<file path="src/rtl/code_display_pkg.sv">
// Shared constants and types for the six-digit OTP code display.
// The digit count is fixed; widths of the code, index and segment buses derive from it.
package code_display_pkg;

    localparam int unsigned NUM_DIGITS = 6;
    localparam int unsigned DIGIT_W    = 4;
    localparam int unsigned CODE_W     = NUM_DIGITS * DIGIT_W;
    localparam int unsigned SEG_W      = 7;
    localparam int unsigned IDX_W      = $clog2(NUM_DIGITS);

    localparam logic [SEG_W-1:0]      SEG_BLANK = 7'b1111111;
    localparam logic [SEG_W-1:0]      SEG_DASH  = 7'b0111111;
    localparam logic [NUM_DIGITS-1:0] AN_OFF    = 6'b111111;

    typedef logic [SEG_W-1:0]   seg_t;
    typedef logic [IDX_W-1:0]   idx_t;
    typedef logic [DIGIT_W-1:0] digit_t;

    typedef struct packed {
        logic [NUM_DIGITS-1:0] an;
        seg_t                  seg;
    } disp_t;

    localparam disp_t DISP_BLANK = '{an: AN_OFF, seg: SEG_BLANK};

    // Active-low one-hot enable for the digit at position idx (digit 0 is rightmost).
    function automatic logic [NUM_DIGITS-1:0] digit_enable(input idx_t idx);
        return ~(NUM_DIGITS'(1) << idx);
    endfunction

endpackage

</file>
<file path="src/rtl/code_display_bcd_to_seg7.sv">
// BCD to active-low seven-segment decoder, segment order gfedcba.
// Non-decimal nibbles render as a dash so corrupted codes are visible rather than misleading.
module bcd_to_seg7
    import code_display_pkg::*;
(
    input  logic [3:0] bcd,
    output logic [6:0] seg
);

    always_comb begin
        // NOTE: every combinational output gets a default first so no path can infer a latch.
        seg = SEG_DASH;
        case (bcd)
            4'd0:    seg = 7'b1000000;
            4'd1:    seg = 7'b1111001;
            4'd2:    seg = 7'b0100100;
            4'd3:    seg = 7'b0110000;
            4'd4:    seg = 7'b0011001;
            4'd5:    seg = 7'b0010010;
            4'd6:    seg = 7'b0000010;
            4'd7:    seg = 7'b1111000;
            4'd8:    seg = 7'b0000000;
            4'd9:    seg = 7'b0010000;
            default: seg = SEG_DASH;
        endcase
    end

endmodule

</file>
<file path="src/rtl/code_display.sv">
// Multiplexed six-digit display for a one-time passcode: captures the code on a ready
// rising edge and scans the digits continuously at REFRESH_DIV clocks per digit.
module code_display
    import code_display_pkg::*;
#(
    parameter int unsigned REFRESH_DIV = 100000,
    parameter int unsigned NUM_DIGITS  = 6
) (
    input  logic                    clk,
    input  logic                    rst,
    input  logic [4*NUM_DIGITS-1:0] code,
    input  logic                    ready,
    output logic [NUM_DIGITS-1:0]   an,
    output logic [6:0]              seg,
    output logic                    dp,
    output logic                    shown
);

    localparam int unsigned      PRE_W    = $clog2(REFRESH_DIV);
    localparam logic [PRE_W-1:0] PRE_LAST = PRE_W'(REFRESH_DIV - 1);
    localparam idx_t             IDX_LAST = idx_t'(NUM_DIGITS - 1);

    logic [PRE_W-1:0]        pre_q, pre_d;
    idx_t                    idx_q, idx_d;
    logic [4*NUM_DIGITS-1:0] hold_q, hold_d;
    logic                    ready_prev_q, ready_prev_d;
    logic                    shown_q, shown_d;
    disp_t                   disp_q, disp_d;

    logic   capture;
    logic   advance;
    digit_t nibble;
    seg_t   nibble_seg;

    // Scan and capture are independent: a capture never disturbs the prescaler or index.
    always_comb begin
        capture      = ready & ~ready_prev_q;
        advance      = (pre_q == PRE_LAST);
        ready_prev_d = ready;

        pre_d = advance ? '0 : pre_q + 1'b1;
        idx_d = idx_q;
        if (advance) begin
            idx_d = (idx_q == IDX_LAST) ? '0 : idx_q + 1'b1;
        end

        hold_d  = capture ? code : hold_q;
        shown_d = shown_q | capture;
    end

    assign nibble = digit_t'(hold_q >> {idx_q, 2'b00});

    bcd_to_seg7 u_bcd_to_seg7 (
        .bcd (nibble),
        .seg (nibble_seg)
    );

    always_comb begin
        disp_d = DISP_BLANK;
        if (shown_q) begin
            disp_d.an  = digit_enable(idx_q);
            disp_d.seg = nibble_seg;
        end
    end

    // NOTE: sequential state uses non-blocking assignments so every flop samples pre-edge values.
    always_ff @(posedge clk) begin
        if (rst) begin
            pre_q        <= '0;
            idx_q        <= '0;
            hold_q       <= '0;
            ready_prev_q <= 1'b0;
            shown_q      <= 1'b0;
            disp_q       <= DISP_BLANK;
        end else begin
            pre_q        <= pre_d;
            idx_q        <= idx_d;
            hold_q       <= hold_d;
            ready_prev_q <= ready_prev_d;
            shown_q      <= shown_d;
            disp_q       <= disp_d;
        end
    end

    assign an    = disp_q.an;
    assign seg   = disp_q.seg;
    assign dp    = 1'b1;
    assign shown = shown_q;

endmodule

</file>
<file path="config.mk">
export PLATFORM = sky130hd
export DESIGN_NAME = code_display
export DESIGN_NICKNAME = d
export VERILOG_FILES = /design/src/rtl/code_display_pkg.sv /design/src/rtl/code_display_bcd_to_seg7.sv /design/src/rtl/code_display.sv
export SDC_FILE = /design/constraint.sdc
export NUM_CORES = 1
export LEC_CHECK = 0
export ABC_AREA = 1
export ABC_CLOCK_PERIOD_IN_PS = 2200
export BUFFER_PORTS_ARGS = -buffer_cell sky130_fd_sc_hd__buf_4
export CORE_UTILIZATION = 35
export CTS_CLUSTER_SIZE = 16
export DETAILED_ROUTE_END_ITERATION = 6
export PLACE_DENSITY = 0.6
export SYNTH_ARGS = -nofsm -noshare
export SYNTH_HDL_FRONTEND = slang
export SYNTH_SLANG_ARGS = --single-unit
</file>
<file path="constraint.sdc">
create_clock -name clk -period 2.2 [get_ports clk]
set_input_delay 0.44 -clock clk [delete_from_list [all_inputs] [get_ports clk]]
set_output_delay 0.44 -clock clk [all_outputs]
set_load 0.005 [all_outputs]
</file>
== After elaboration in Yosys (flattened, before gate mapping) ==
Memory sizes are Yosys's and may differ from the RTL's. A register that Yosys moved wholly into a read port is not among the register bits.
Index checks and enable logic that the tools add are counted.
Widths: inputs -> output; s select.

* Register bits: 52
* Bits in read-only memories: 112
* Input port bits: 27
* Output and inout bits: 15
* Word-level logic and storage cells: 21
* Memories kept: 1

{| class="wikitable"
|+ Memory list
! memory !! words !! width !! read ports !! clocked after Yosys merged registers in !! write ports !! line !! source
|-
| (no name shown) || 16 || 7 || 1 || 1 || 0 || code_display_bcd_to_seg7.sv:13 || <nowiki>case (bcd)</nowiki>
|}

* Add/sub/neg operators: 2
* Equal/unequal tests: 2
* Shifts and indexed selects: 2
* Multiplexer cells: 1
* Bitwise gates (word level): 5
* Reduce and logical (&&, ||, !) cells: 2

{| class="wikitable"
|+ Operators by type and width
! operator !! number
|-
| $shr 24x5->4 || 1
|-
| $add 17x1->17 const B || 1
|-
| $eq 17x17->1 const B || 1
|-
| $not 6->6 || 1
|-
| $shl 1x3->6 const A || 1
|-
| $reduce_or 2->1 || 2
|-
| $add 3x1->3 const B || 1
|-
| $eq 3x3->1 const B || 1
|-
| $mux 3 || 1
|-
| $not 1->1 || 2
|-
| $and 1x1->1 || 1
|-
| $or 1x1->1 || 1
|}

== Depth between registers and ports, before layout ==
* Depth after elaboration: 3
* Mapped depth: 14
* Depth with buffers taken out: 13

== Hierarchy ==
From an unflattened synthesis, not the netlist that was laid out.

* Cell total of the unflattened synthesis: 391
* Area, all modules: 2681.3 sq um

{| class="wikitable"
|+ Modules (own cells, without submodules)
! module !! times used !! cells an instance !! area an instance (sq um) !! seq. area each (sq um)
|-
| code_display || 1 || 356 || 2493.6 || 1181.1
|-
| bcd_to_seg7 || 1 || 35 || 187.7 || 0.0
|}

== Least setup slack after synthesis ==
No wires, ideal clock.

* Path type: register to register
* Start point: reg idx_q[0]
* End point: reg seg[3] (netlist name)
* Library setup time: 127 ps
* Arrival: 1445 ps
* Data required time: 2073 ps
* Path slack: 628 ps
* Cell stages (with the launch flop): 13
* Path buffers: 2
* Period minus slack after synthesis: 1572 ps
* Path through: dfxtp_1 buf_6 buf_6 nor2_4 nand2_1 nand2_1 inv_1 nand2_1 nand2_2 ha_1 nand3_1 nand3_1 nand3_1

* Longest elaborated chain between the ends: 1

{| class="wikitable"
|+ RTL lines
! what !! line !! source
|-
| start, declared || code_display.sv:24 || <nowiki>idx_t idx_q, idx_d;</nowiki>
|-
| start signal, assigned || code_display.sv:77 || <nowiki>idx_q <= idx_d;</nowiki>
|-
| $shr 24x5->4 || code_display.sv:51 || <nowiki>assign nibble = digit_t'(hold_q >> {idx_q, 2'b00});</nowiki>
|}

Every way passes these cells.
A chain may end at the register's enable or synchronous reset.

== Worst setup path after layout ==
* Start point: reg idx_q[0]
* End point: reg seg[5] (netlist name)

* Longest elaborated chain between the ends: 1

{| class="wikitable"
|+ RTL lines
! what !! line
|-
| $shr 24x5->4 || code_display.sv:51
|}

Every way passes these cells.

==> impl_metrics.json <==
{
  "cp_top_family": "simple AND/OR/NAND/NOR gates",
  "wl_met3_um": 213,
  "antenna_found_initial": 0,
  "synth.avg_cell_area_um2": 7.304,
  "crit_path_max_fanout": 7,
  "power_frac_comb_pct": 9.6,
  "synth_seq_cells": 59,
  "start_util_pct": 36.67,
  "drc": 0,
  "cp_num_buf_inv": 4,
  "p_total_mw": 2.163,
  "dp.cells": 501,
  "synth_edf_count": 0,
  "finalCritPeriodShare_pct": 82.59,
  "cp_slowest_cell": "dfxtp_1",
  "fin_setup_tns_ns": 0,
  "ant_nets": 0,
  "fin_hold_ws_ns": 0.2980,
  "highest_layer": "met4",
  "die_h_um": 89.88,
  "num-nets-final": 448,
  "worstSetupEndpointType": "flip-flop",
  "cp.required_ns": 2.41,
  "clock.fmax_ghz": 0.5504,
  "leakage_nw": 1.398,
  "final_max_slew_viol_count": 0,
  "num_antenna_cells": 0,
  "clock_latency_ns": 0.33,
  "slowest_delay_ns": 0.46,
  "r2r_cells": 13,
  "yosysWarnings": 0,
  "rows": 31,
  "setup_slack_ns": 0.3830,
  "clock_path_buffers": 2,
  "endpoint": "seg[5]$_SDFF_PP1_",
  "switchingPower_uw": 526.0,
  "grt_pass1_wl_um": 10040,
  "cap_violations": 0,
  "n_fill_cell": 798,
  "vias": 2338,
  "rrSetupSlack_ns": 0.38,
  "tritoncts": "done",
  "vdd_drop_max_uv": 352.7,
  "grt_max_degree": 34,
  "cp_num_cells": 13,
  "cts_resized": 0,
  "path_class": "reg2reg",
  "post_route_cells_drive_above_1_share_pct": 20.38,
  "cts_max_level": 3,
  "crit_start": "idx_q[0]$_SDFFE_PP0N_",
  "fin_worst_skew_ns": 0.005067,
  "period_minus_slack_ns": 1.817,
  "p_int_mw": 1.637,
  "finalNonFillerCells": 516,
  "syn_inst": 370,
  "synth_nets": 405,
  "coreArea_mm2": 0.007370,
  "grt_usage_pct": 15.23,
  "outcome": "completed",
  "ctsHoldBuffers": 0,
  "grt-ovfl-total": 0,
  "areaGrowthSynthToFinish_pct": 20.28,
  "cp_cell_sequence": "buf_4, nor2_2, nand2_1, inv_1, nor2_1, nand2_1, nand2_2, inv_2, ha_1, inv_1, nand3_1, nand3_1, nand3_1",
  "p_seq_share_pct": 52.7,
  "seq_area_frac_synth_pct": 43.70,
  "netlist_area_mm2": 0.002703,
  "drt_first_iter_violations": 108,
  "timing.rr.end": "seg[5]$_SDFF_PP1_",
  "routabilityCongestion": 0.8255,
  "switching_share_pct": 24.31,
  "viasPerCell": 4.531,
  "async_reset_ff_share_pct": 0,
  "clkSlewWorstSetupHoldPaths_ns": 0.06,
  "hold_class": "in2reg",
  "cts.sinks": 59,
  "crit_arrival_ns": 2.02,
  "grt_pass1_vias": 2209,
  "ios": 42,
  "clockPowerShare_pct": 37.8,
  "portBuffers": 40,
  "crit_path_frequent_cell": "nand3_1",
  "cts_setup_buffers": 0,
  "wl_um": 5641,
  "power_density_mw_per_mm2": 665.5,
  "r2r_start": "idx_q[0]$_SDFFE_PP0N_",
  "worst_pin_slew_ns": 0.9092,
  "dieArea_mm2": 0.008078,
  "drt-met1-wl_um": 2889,
  "wl_met2_um": 2464,
  "hpwl_um": 4098,
  "synth_flop_cell": "dfxtp_1",
  "rsz0062_at_grt": "no",
  "slew_headroom_pct": 39.32,
  "cts-root-buf": "clkbuf_8",
  "dpl_worst_slack_ns": 0.4228,
  "cts_buffers": 9,
  "first_pass_iters": 4,
  "cp-start-kind": "flip-flop",
  "setup_violations": 0,
  "hold_viol": 0,
  "synth.distinct_cells": 31,
  "post_drt_wl_per_cell_um": 10.93,
  "die_w_um": 89.88
}
-- worst min-delay path by stage --
stage                                   end                    from  depth (start not counted)  slack [ns]
global placement        pre_q[0]$_SDFF_PP0_     pre_q[0]$_SDFF_PP0_                          1        0.43
global route        ready_prev_q$_SDFF_PP0_                     rst                          2        0.30
CTS                        shown$_SDFF_PP0_                     rst                          2        0.28
floorplan               pre_q[0]$_SDFF_PP0_     pre_q[0]$_SDFF_PP0_                          1        0.42
finish                     shown$_SDFF_PP0_                     rst                          2        0.30
detailed placement   hold_q[2]$_SDFFE_PP0P_  hold_q[2]$_SDFFE_PP0P_                          2        0.45
-- flip-flops by register name, summed over array words and instances, names as in the netlist --
| name | count |
|---|---|
| idx_q | 3 |
| ready_prev_q | 1 |
| an | 6 |
| hold_q | 24 |
| seg | 7 |
| shown | 1 |
| pre_q | 17 |
-- power groups by stage --
stage / clock (mW) / combinational, mW / sequential, mW
after CTS: 0.848 / 0.210 / 1.14
after global placement: 0 / 0.206 / 1.16
after floorplan: 0 / 0.129 / 1.16
after global routing: 0.901 / 0.241 / 1.14
after detailed placement: 0 / 0.209 / 1.16
final: 0.817 / 0.207 / 1.14
-- per-layer routing --
metal	global-route usage (%)	up-vias
met5	0	-
met1	20.58	1030
li1	-	1260
met2	23.21	42
met4	6.452	0
met3	3.638	6
-- final cells by class --
class / count / area (um^2) / share of cell area (%)
inverters: 40 / 152.6 / 4.696
well taps: 99 / 123.9 / 3.811
flip-flops and latches: 59 / 1181 / 36.34
clock inverters: 3 / 15.01 / 0.4619
multi-input cells: 257 / 1287 / 39.61
repair buffers: 46 / 345.3 / 10.62
clock buffers: 12 / 145.1 / 4.465
-- layout by cell type (no fill, tap or decap) --
cell type	instances
xnor2_1	1
clkinv_2	3
nor2_2	1
nand3_4	1
o21ai_1	1
inv_4	1
nand4_1	4
nor2_4	2
dfxtp_1	59
o21ai_0	25
nor3_1	8
nor3_2	1
a21oi_1	16
nand2_2	7
nand2_1	69
o211ai_1	2
nand3_1	34
xor2_1	5
inv_1	33
nand2_4	2
clkbuf_1	2
buf_4	46
o21bai_1	1
inv_2	6
ha_1	8
nor2_1	62
conb_1	1
nand3b_1	1
clkbuf_8	10
or2_2	4
a21oi_4	1
-- logic make-up after synthesis --
group / share of synthesized area (%)
buffers and inverters: 8.658
other: 0.1388
and+or+nand+nor: 32.64
xor gates and xnor gates: 1.944
adders and majority gates: 3.704
AOI/OAI and AO/OA: 9.213
DFF: 43.70
-- synthesized netlist by cell type, types with 5 or more instances --
cell type,instances,area [um^2]
nand2_1,69,259.0
nor2_1,62,232.7
dfxtp_1,59,1181
nand3_1,34,170.2
inv_1,33,123.9
o21ai_0,25,125.1
a21oi_1,16,80.08
clkbuf_1,8,30.03
ha_1,8,100.1
nor3_1,8,40.04
nand2_2,7,43.79
inv_2,6,22.52
xor2_1,5,43.79
-- through the flow --
stage / util [%] / instance area, um^2
5_1_grt: 44.11 / 3251
2_1_floorplan: - / 2703
6_report: 44.11 / 3251
3_5_place_dp: 41.94 / 3090
3_3_place_gp: 41.94 / 3090
4_1_cts: 44.11 / 3251
Power figures use the tool's default switching activity.
